==> src/rtl/alu_funct_pkg.sv <==
// alu_funct_pkg
//   Shared definitions for the ALU operation sequencer: funct codes,
//   state encodings for the response and multiply FSMs, the default
//   multiplier latency and small funct classification helpers.
package alu_funct_pkg;

    localparam int MUL_CYCLES_DEF = 32;

    localparam logic [5:0] F_SLL   = 6'd0;
    localparam logic [5:0] F_MFHI  = 6'd16;
    localparam logic [5:0] F_MFLO  = 6'd18;
    localparam logic [5:0] F_MULTU = 6'd25;
    localparam logic [5:0] F_ADD   = 6'd32;
    localparam logic [5:0] F_SUB   = 6'd34;
    localparam logic [5:0] F_AND   = 6'd36;
    localparam logic [5:0] F_OR    = 6'd37;
    localparam logic [5:0] F_SLT   = 6'd42;

    typedef enum logic {
        RSP_IDLE = 1'b0,
        RSP_RESP = 1'b1
    } rsp_state_t;

    typedef enum logic [1:0] {
        M_IDLE = 2'd0,
        M_RUN  = 2'd1,
        M_WB   = 2'd2
    } mul_state_t;

    function automatic logic funct_is_legal(input logic [5:0] funct);
        logic legal;
        case (funct)
            F_SLL, F_MFHI, F_MFLO, F_MULTU,
            F_ADD, F_SUB, F_AND, F_OR, F_SLT: legal = 1'b1;
            default:                          legal = 1'b0;
        endcase
        return legal;
    endfunction

    // Ops that touch Hi/Lo and therefore must wait for a multiply to retire.
    function automatic logic funct_uses_hilo(input logic [5:0] funct);
        return (funct == F_MULTU) || (funct == F_MFHI) || (funct == F_MFLO);
    endfunction

endpackage

==> src/rtl/alu_mul_tracker.sv <==
// alu_mul_tracker
//   Tracks one in-flight multiply: launches the multiplier, counts its
//   latency and raises the Hi/Lo write strobe when the product is stable.
//
//   state  | meaning
//   M_IDLE | no multiply in flight, counter parked at 0
//   M_RUN  | multiplier computing, counter 0..MUL_CYCLES-1
//   M_WB   | product stable, Hi/Lo written this cycle
//
// Ports
//   clk        in   clock, rising edge
//   reset      in   asynchronous active-low reset
//   launch     in   MULTU accepted this cycle
//   mul_start  out  one-cycle multiplier launch pulse
//   mul_busy   out  multiply in flight, including the write-back cycle
//   hilo_we    out  one-cycle Hi/Lo write strobe
module alu_mul_tracker
    import alu_funct_pkg::*;
#(
    parameter int MUL_CYCLES = MUL_CYCLES_DEF
) (
    input  logic clk,
    input  logic reset,
    input  logic launch,
    output logic mul_start,
    output logic mul_busy,
    output logic hilo_we
);

    localparam int CW = (MUL_CYCLES > 2) ? $clog2(MUL_CYCLES) : 1;
    localparam logic [CW-1:0] CNT_LAST = CW'(MUL_CYCLES - 1);

    mul_state_t    state;
    logic [CW-1:0] cnt;

    always_ff @(posedge clk or negedge reset) begin
        if (!reset) begin
            state     <= M_IDLE;
            cnt       <= '0;
            mul_start <= 1'b0;
            mul_busy  <= 1'b0;
            hilo_we   <= 1'b0;
        end else begin
            mul_start <= 1'b0;
            case (state)
                M_IDLE: begin
                    if (launch) begin
                        state     <= M_RUN;
                        cnt       <= '0;
                        mul_start <= 1'b1;
                        mul_busy  <= 1'b1;
                    end
                end
                M_RUN: begin
                    if (cnt == CNT_LAST) begin
                        state   <= M_WB;
                        cnt     <= '0;
                        hilo_we <= 1'b1;
                    end else begin
                        cnt <= cnt + CW'(1);
                    end
                end
                M_WB: begin
                    state    <= M_IDLE;
                    mul_busy <= 1'b0;
                    hilo_we  <= 1'b0;
                end
                default: begin
                    state    <= M_IDLE;
                    cnt      <= '0;
                    mul_busy <= 1'b0;
                    hilo_we  <= 1'b0;
                end
            endcase
        end
    end

endmodule

==> src/rtl/alu_op_sequencer.sv <==
// alu_op_sequencer
//   Accepts ALU operations from a requester, presents single-cycle results
//   through a valid/ready response port and sequences multi-cycle MULTU
//   against Hi/Lo readers.
//
//   state    | meaning
//   RSP_IDLE | no result presented (rsp_valid=0)
//   RSP_RESP | result presented, held until rsp_ready
//
// Ports
//   clk          in   clock, rising edge
//   reset        in   asynchronous active-low reset
//   req_valid    in   requester presents an operation
//   req_funct    in   funct code of the presented operation
//   req_ready    out  operation accepted when req_valid & req_ready
//   op_sel       out  funct driven to ALU, shifter and output mux
//   mul_start    out  one-cycle multiplier launch pulse
//   hilo_we      out  one-cycle Hi/Lo write strobe
//   mul_busy     out  multiply in flight
//   rsp_valid    out  datapath result valid
//   rsp_ready    in   consumer takes the result
//   rsp_illegal  out  result is for an unrecognised funct
module alu_op_sequencer
    import alu_funct_pkg::*;
#(
    parameter int MUL_CYCLES = MUL_CYCLES_DEF
) (
    input  logic       clk,
    input  logic       reset,
    input  logic       req_valid,
    input  logic [5:0] req_funct,
    output logic       req_ready,
    output logic [5:0] op_sel,
    output logic       mul_start,
    output logic       hilo_we,
    output logic       mul_busy,
    output logic       rsp_valid,
    input  logic       rsp_ready,
    output logic       rsp_illegal
);

    rsp_state_t rsp_state;
    logic       hazard;
    logic       accept;
    logic       accept_mul;
    logic       accept_rsp;
    logic       legal;

    // Hi/Lo users wait out a running multiply so MFHI/MFLO see fresh data.
    assign hazard     = mul_busy && funct_uses_hilo(req_funct);
    assign req_ready  = reset && (!rsp_valid || rsp_ready) && !hazard;
    assign accept     = req_valid && req_ready;
    assign accept_mul = accept && (req_funct == F_MULTU);
    assign accept_rsp = accept && (req_funct != F_MULTU);
    assign legal      = funct_is_legal(req_funct);

    always_ff @(posedge clk or negedge reset) begin
        if (!reset) begin
            rsp_state   <= RSP_IDLE;
            rsp_valid   <= 1'b0;
            rsp_illegal <= 1'b0;
            op_sel      <= '0;
        end else begin
            case (rsp_state)
                RSP_IDLE: begin
                    if (accept_rsp) begin
                        rsp_state   <= RSP_RESP;
                        rsp_valid   <= 1'b1;
                        op_sel      <= legal ? req_funct : 6'd0;
                        rsp_illegal <= !legal;
                    end
                end
                RSP_RESP: begin
                    // Acceptance here implies rsp_ready, so a new op replaces
                    // the old one in the same cycle with no bubble.
                    if (rsp_ready) begin
                        if (accept_rsp) begin
                            rsp_state   <= RSP_RESP;
                            rsp_valid   <= 1'b1;
                            op_sel      <= legal ? req_funct : 6'd0;
                            rsp_illegal <= !legal;
                        end else begin
                            rsp_state <= RSP_IDLE;
                            rsp_valid <= 1'b0;
                        end
                    end
                end
                default: begin
                    rsp_state <= RSP_IDLE;
                    rsp_valid <= 1'b0;
                end
            endcase
        end
    end

    alu_mul_tracker #(
        .MUL_CYCLES (MUL_CYCLES)
    ) u_mul_tracker (
        .clk       (clk),
        .reset     (reset),
        .launch    (accept_mul),
        .mul_start (mul_start),
        .mul_busy  (mul_busy),
        .hilo_we   (hilo_we)
    );

endmodule

==> config.mk <==
export PLATFORM = sky130hd
export DESIGN_NAME = alu_op_sequencer
export DESIGN_NICKNAME = d
export VERILOG_FILES = /design/src/rtl/alu_funct_pkg.sv /design/src/rtl/alu_mul_tracker.sv /design/src/rtl/alu_op_sequencer.sv
export SDC_FILE = /design/constraint.sdc
export NUM_CORES = 1
export LEC_CHECK = 0
export BUFFER_PORTS_ARGS = -buffer_cell sky130_fd_sc_hd__clkbuf_2
export CELL_PAD_IN_SITES_DETAIL_PLACEMENT = 1
export CELL_PAD_IN_SITES_GLOBAL_PLACEMENT = 1
export CORE_MARGIN = 5
export CORE_UTILIZATION = 43
export CTS_CLUSTER_DIAMETER = 120
export DETAILED_ROUTE_END_ITERATION = 10
export PLACE_DENSITY = 0.9
export SYNTH_ARGS = -nofsm -noshare
export SYNTH_HDL_FRONTEND = slang
export SYNTH_HIERARCHICAL = 1
export SYNTH_SLANG_ARGS = --single-unit
==> constraint.sdc <==
create_clock -name clk -period 3.2 [get_ports clk]
set_clock_uncertainty 0.2 [all_clocks]
set_input_delay 0.32 -clock clk [delete_from_list [all_inputs] [get_ports clk]]
set_output_delay 0.32 -clock clk [all_outputs]
set_load 0.005 [all_outputs]
==> impl_metrics.env <==
export IMPL_sw_frac_of_total=0.263
export IMPL_cp_start_kind="input port"
export IMPL_die_w_um=57.6
export IMPL_clock_path_buffers=2
export IMPL_path_clk_slew_ps=90
export IMPL_finalHoldViolCount=0
export IMPL_synth_area_sq_um=976
export IMPL_end_kind="primary output"
export IMPL_drv_cap=0
export IMPL_port_buffers=21
export IMPL_power_share_clock=0.237
export IMPL_ios=22
export IMPL_diodes=0
export IMPL_pwr_share_comb=0.192
export IMPL_setup_viol=0
export IMPL_synth_top_area_share=0.487
export IMPL_synth_common_cells="19 x dfrtp_1, 9 x inv_1, 6 x o31ai_1"
export IMPL_insertion_delay_ps=290
export IMPL_overflow=0
export IMPL_period_minus_slack_ps=2420
export IMPL_synthDistinctLibCells=38
export IMPL_synth_warnings=6
export IMPL_routabilityCongestion=0.690
export IMPL_h_tree_depth=1
export IMPL_synth_edf_count=0
export IMPL_coreArea_sq_um=2190
export IMPL_grt_total_usage=0.145
export IMPL_detail_route_antenna_nets=0
export IMPL_cts_root_buf="clkbuf_4"
export IMPL_synth_ff_type="dfrtp_1"
export IMPL_synthCells=86
export IMPL_synthTopCellsByArea="dfrtp_1 49%, mux2_4 4.6%, o31ai_1 4.6%, a22o_1 4.5%, inv_1 3.5%"
export IMPL_switching_power_mw=0.126
export IMPL_firstDrtPassIters=2
export IMPL_syn_avg_cell_area_sq_um=11.3
export IMPL_antenna_found_initial=0
export IMPL_grt_pass1_vias=815
export IMPL_timing_final_crit_share=0.758
export IMPL_yosysSeqAreaShare=0.487
export IMPL_p_total_mw=0.481
export IMPL_finalMaxSlewViolations=0
export IMPL_initial_utilization=0.445
export IMPL_power_frac_seq=0.571
export IMPL_cp_data_required_time_ps=2680
export IMPL_critPathKind="input port to primary output"
export IMPL_async_flop_share=1.00
export IMPL_worstMarginPinSlew_ps=642
export IMPL_ir_worst_vdd_v=0.000370
export IMPL_routedWlPerCell_um=15.0
export IMPL_cp_arrival_ps=1900
export IMPL_dpl_hpwl_mm=1.70
export IMPL_grt_pass1_wl_mm=3.76
export IMPL_cts_sinks=19
export IMPL_dieArea_sq_um=3320
export IMPL_synth_area_leader_cell="dfrtp_1"
export IMPL_drive_above_1_share=0.327
export IMPL_vias=756
export IMPL_final_util=0.529
export IMPL_numCtsBuffers=3
export IMPL_fp_dieH_um=57.6
export IMPL_post_place_ws_ps=993
export IMPL_layout_setup_ws_ps=776
export IMPL_grt_max_degree=21
export IMPL_slew_headroom=0.568
export IMPL_fin_nets=126
export IMPL_worstHoldPathType="input port to register"
export IMPL_status="finished, final reports clean"
export IMPL_crit_fanout=20
export IMPL_p_leak_nw=0.590
export IMPL_setup_tns_ps=0
export IMPL_synthToLayoutAreaGrowth_pct=18.8
export IMPL_drc_errors=0
export IMPL_fillers=244
export IMPL_clock_fmax_ghz=0.413
export IMPL_postRouteWirelength_mm=2.11
export IMPL_yosysMostFrequentCell="dfrtp_1"
export IMPL_routed_via_density=5.36
export IMPL_internal_power_mw=0.355
export IMPL_rsz0062_at_grt="false"
export IMPL_power_density_nw_per_um2=415
export IMPL_syn_nets=98
export IMPL_synth_seq_cells=19
export IMPL_cts_tree="built"
export IMPL_row_count=17
export IMPL_post_cts_buffers=0
export IMPL_drtIter0Drc=4
-- power by group through the flow --
stage                     clock, mW  sequential [mW]  combinational [mW]
after detailed placement          0            0.280              0.0932
after global placement            0            0.279              0.0884
after global routing          0.134            0.278               0.104
after CTS                     0.122            0.275              0.0945
final                         0.114            0.274              0.0924
after floorplan                   0            0.278              0.0501
-- cells by family after synthesis --
family	after synthesis	synth area share
DFF	19	0.487
muxes	5	0.0679
AOI/OAI and AO/OA	23	0.178
adders and majority gates	2	0.0256
and+or+nand+nor	26	0.188
xor gates and xnor gates	2	0.0180
buffers and inverters	9	0.0346
-- timing repair --
item,4_1_cts,5_1_grt
hold buffers,1,0
hold endpoints to repair,19,0
gates resized for setup,0,0
-- metal layers --
metal | GRT usage | up-vias | share of wire
li1 | - | 372 | -
met1 | 0.192 | 371 | 0.45
met2 | 0.240 | 13 | 0.50
met3 | 0.0557 | 0 | 0.052
met4 | 0 | 0 | 0
met5 | 0 | - | 0
-- final timing paths --
check	start	slack [ps]	to	cells after the start
setup / recovery	reset	780	req_ready	6
hold / removal	rsp_ready	110	rsp_valid	4
setup reg to reg	rsp_valid	1100	u_mul_tracker/cnt[0]	6
hold reg to reg	u_mul_tracker/hilo_we	290	u_mul_tracker/hilo_we	1
max in group asynchronous	reset	2290	rsp_valid	3
min in group asynchronous	reset	310	op_sel[0]	3
-- area by class of cell --
class | count | area [sq um] | share of cell area
clock buffers | 4 | 26.3 | 0.0227
inverters | 9 | 33.8 | 0.0291
multi-input cells | 58 | 467 | 0.402
flip-flops and latches | 19 | 475 | 0.410
well taps | 28 | 35.0 | 0.0302
repair buffers | 23 | 123 | 0.106
-- registers in the layout, indices dropped and copies added, names as in the netlist --
signal	flops
op_sel	6
u_mul_tracker/cnt	5
u_mul_tracker/state	2
rsp_illegal	1
rsp_state	1
rsp_valid	1
u_mul_tracker/hilo_we	1
u_mul_tracker/mul_busy	1
u_mul_tracker/mul_start	1
-- placed cells by master, fill, tap and decap left out, types with 2 or more instances in the layout --
cell,count
nor2_1,3
clkbuf_4,3
a21oi_1,3
clkbuf_2,21
dfrtp_1,19
ha_1,2
a22o_1,5
o31ai_1,6
nand2_1,4
a211oi_1,3
inv_1,9
mux2_4,3
nand2b_1,2
-- critical path, stage by stage --
cell	delay, ps
dlygate4sd3_1	520
clkbuf_2	90
buf_4	250
o21ai_0	300
nor2_1	250
clkbuf_2	160
-- per-stage QoR --
stage          instances  area (sq um)  hold WS, ps
2_1_floorplan         86           976         -176
3_3_place_gp         136          1120         92.8
3_5_place_dp         136          1120         96.9
4_1_cts              141          1160          105
5_1_grt              141          1160          125
6_report             141          1160          110
No activity file was read; power rests on OpenSTA's default activity.
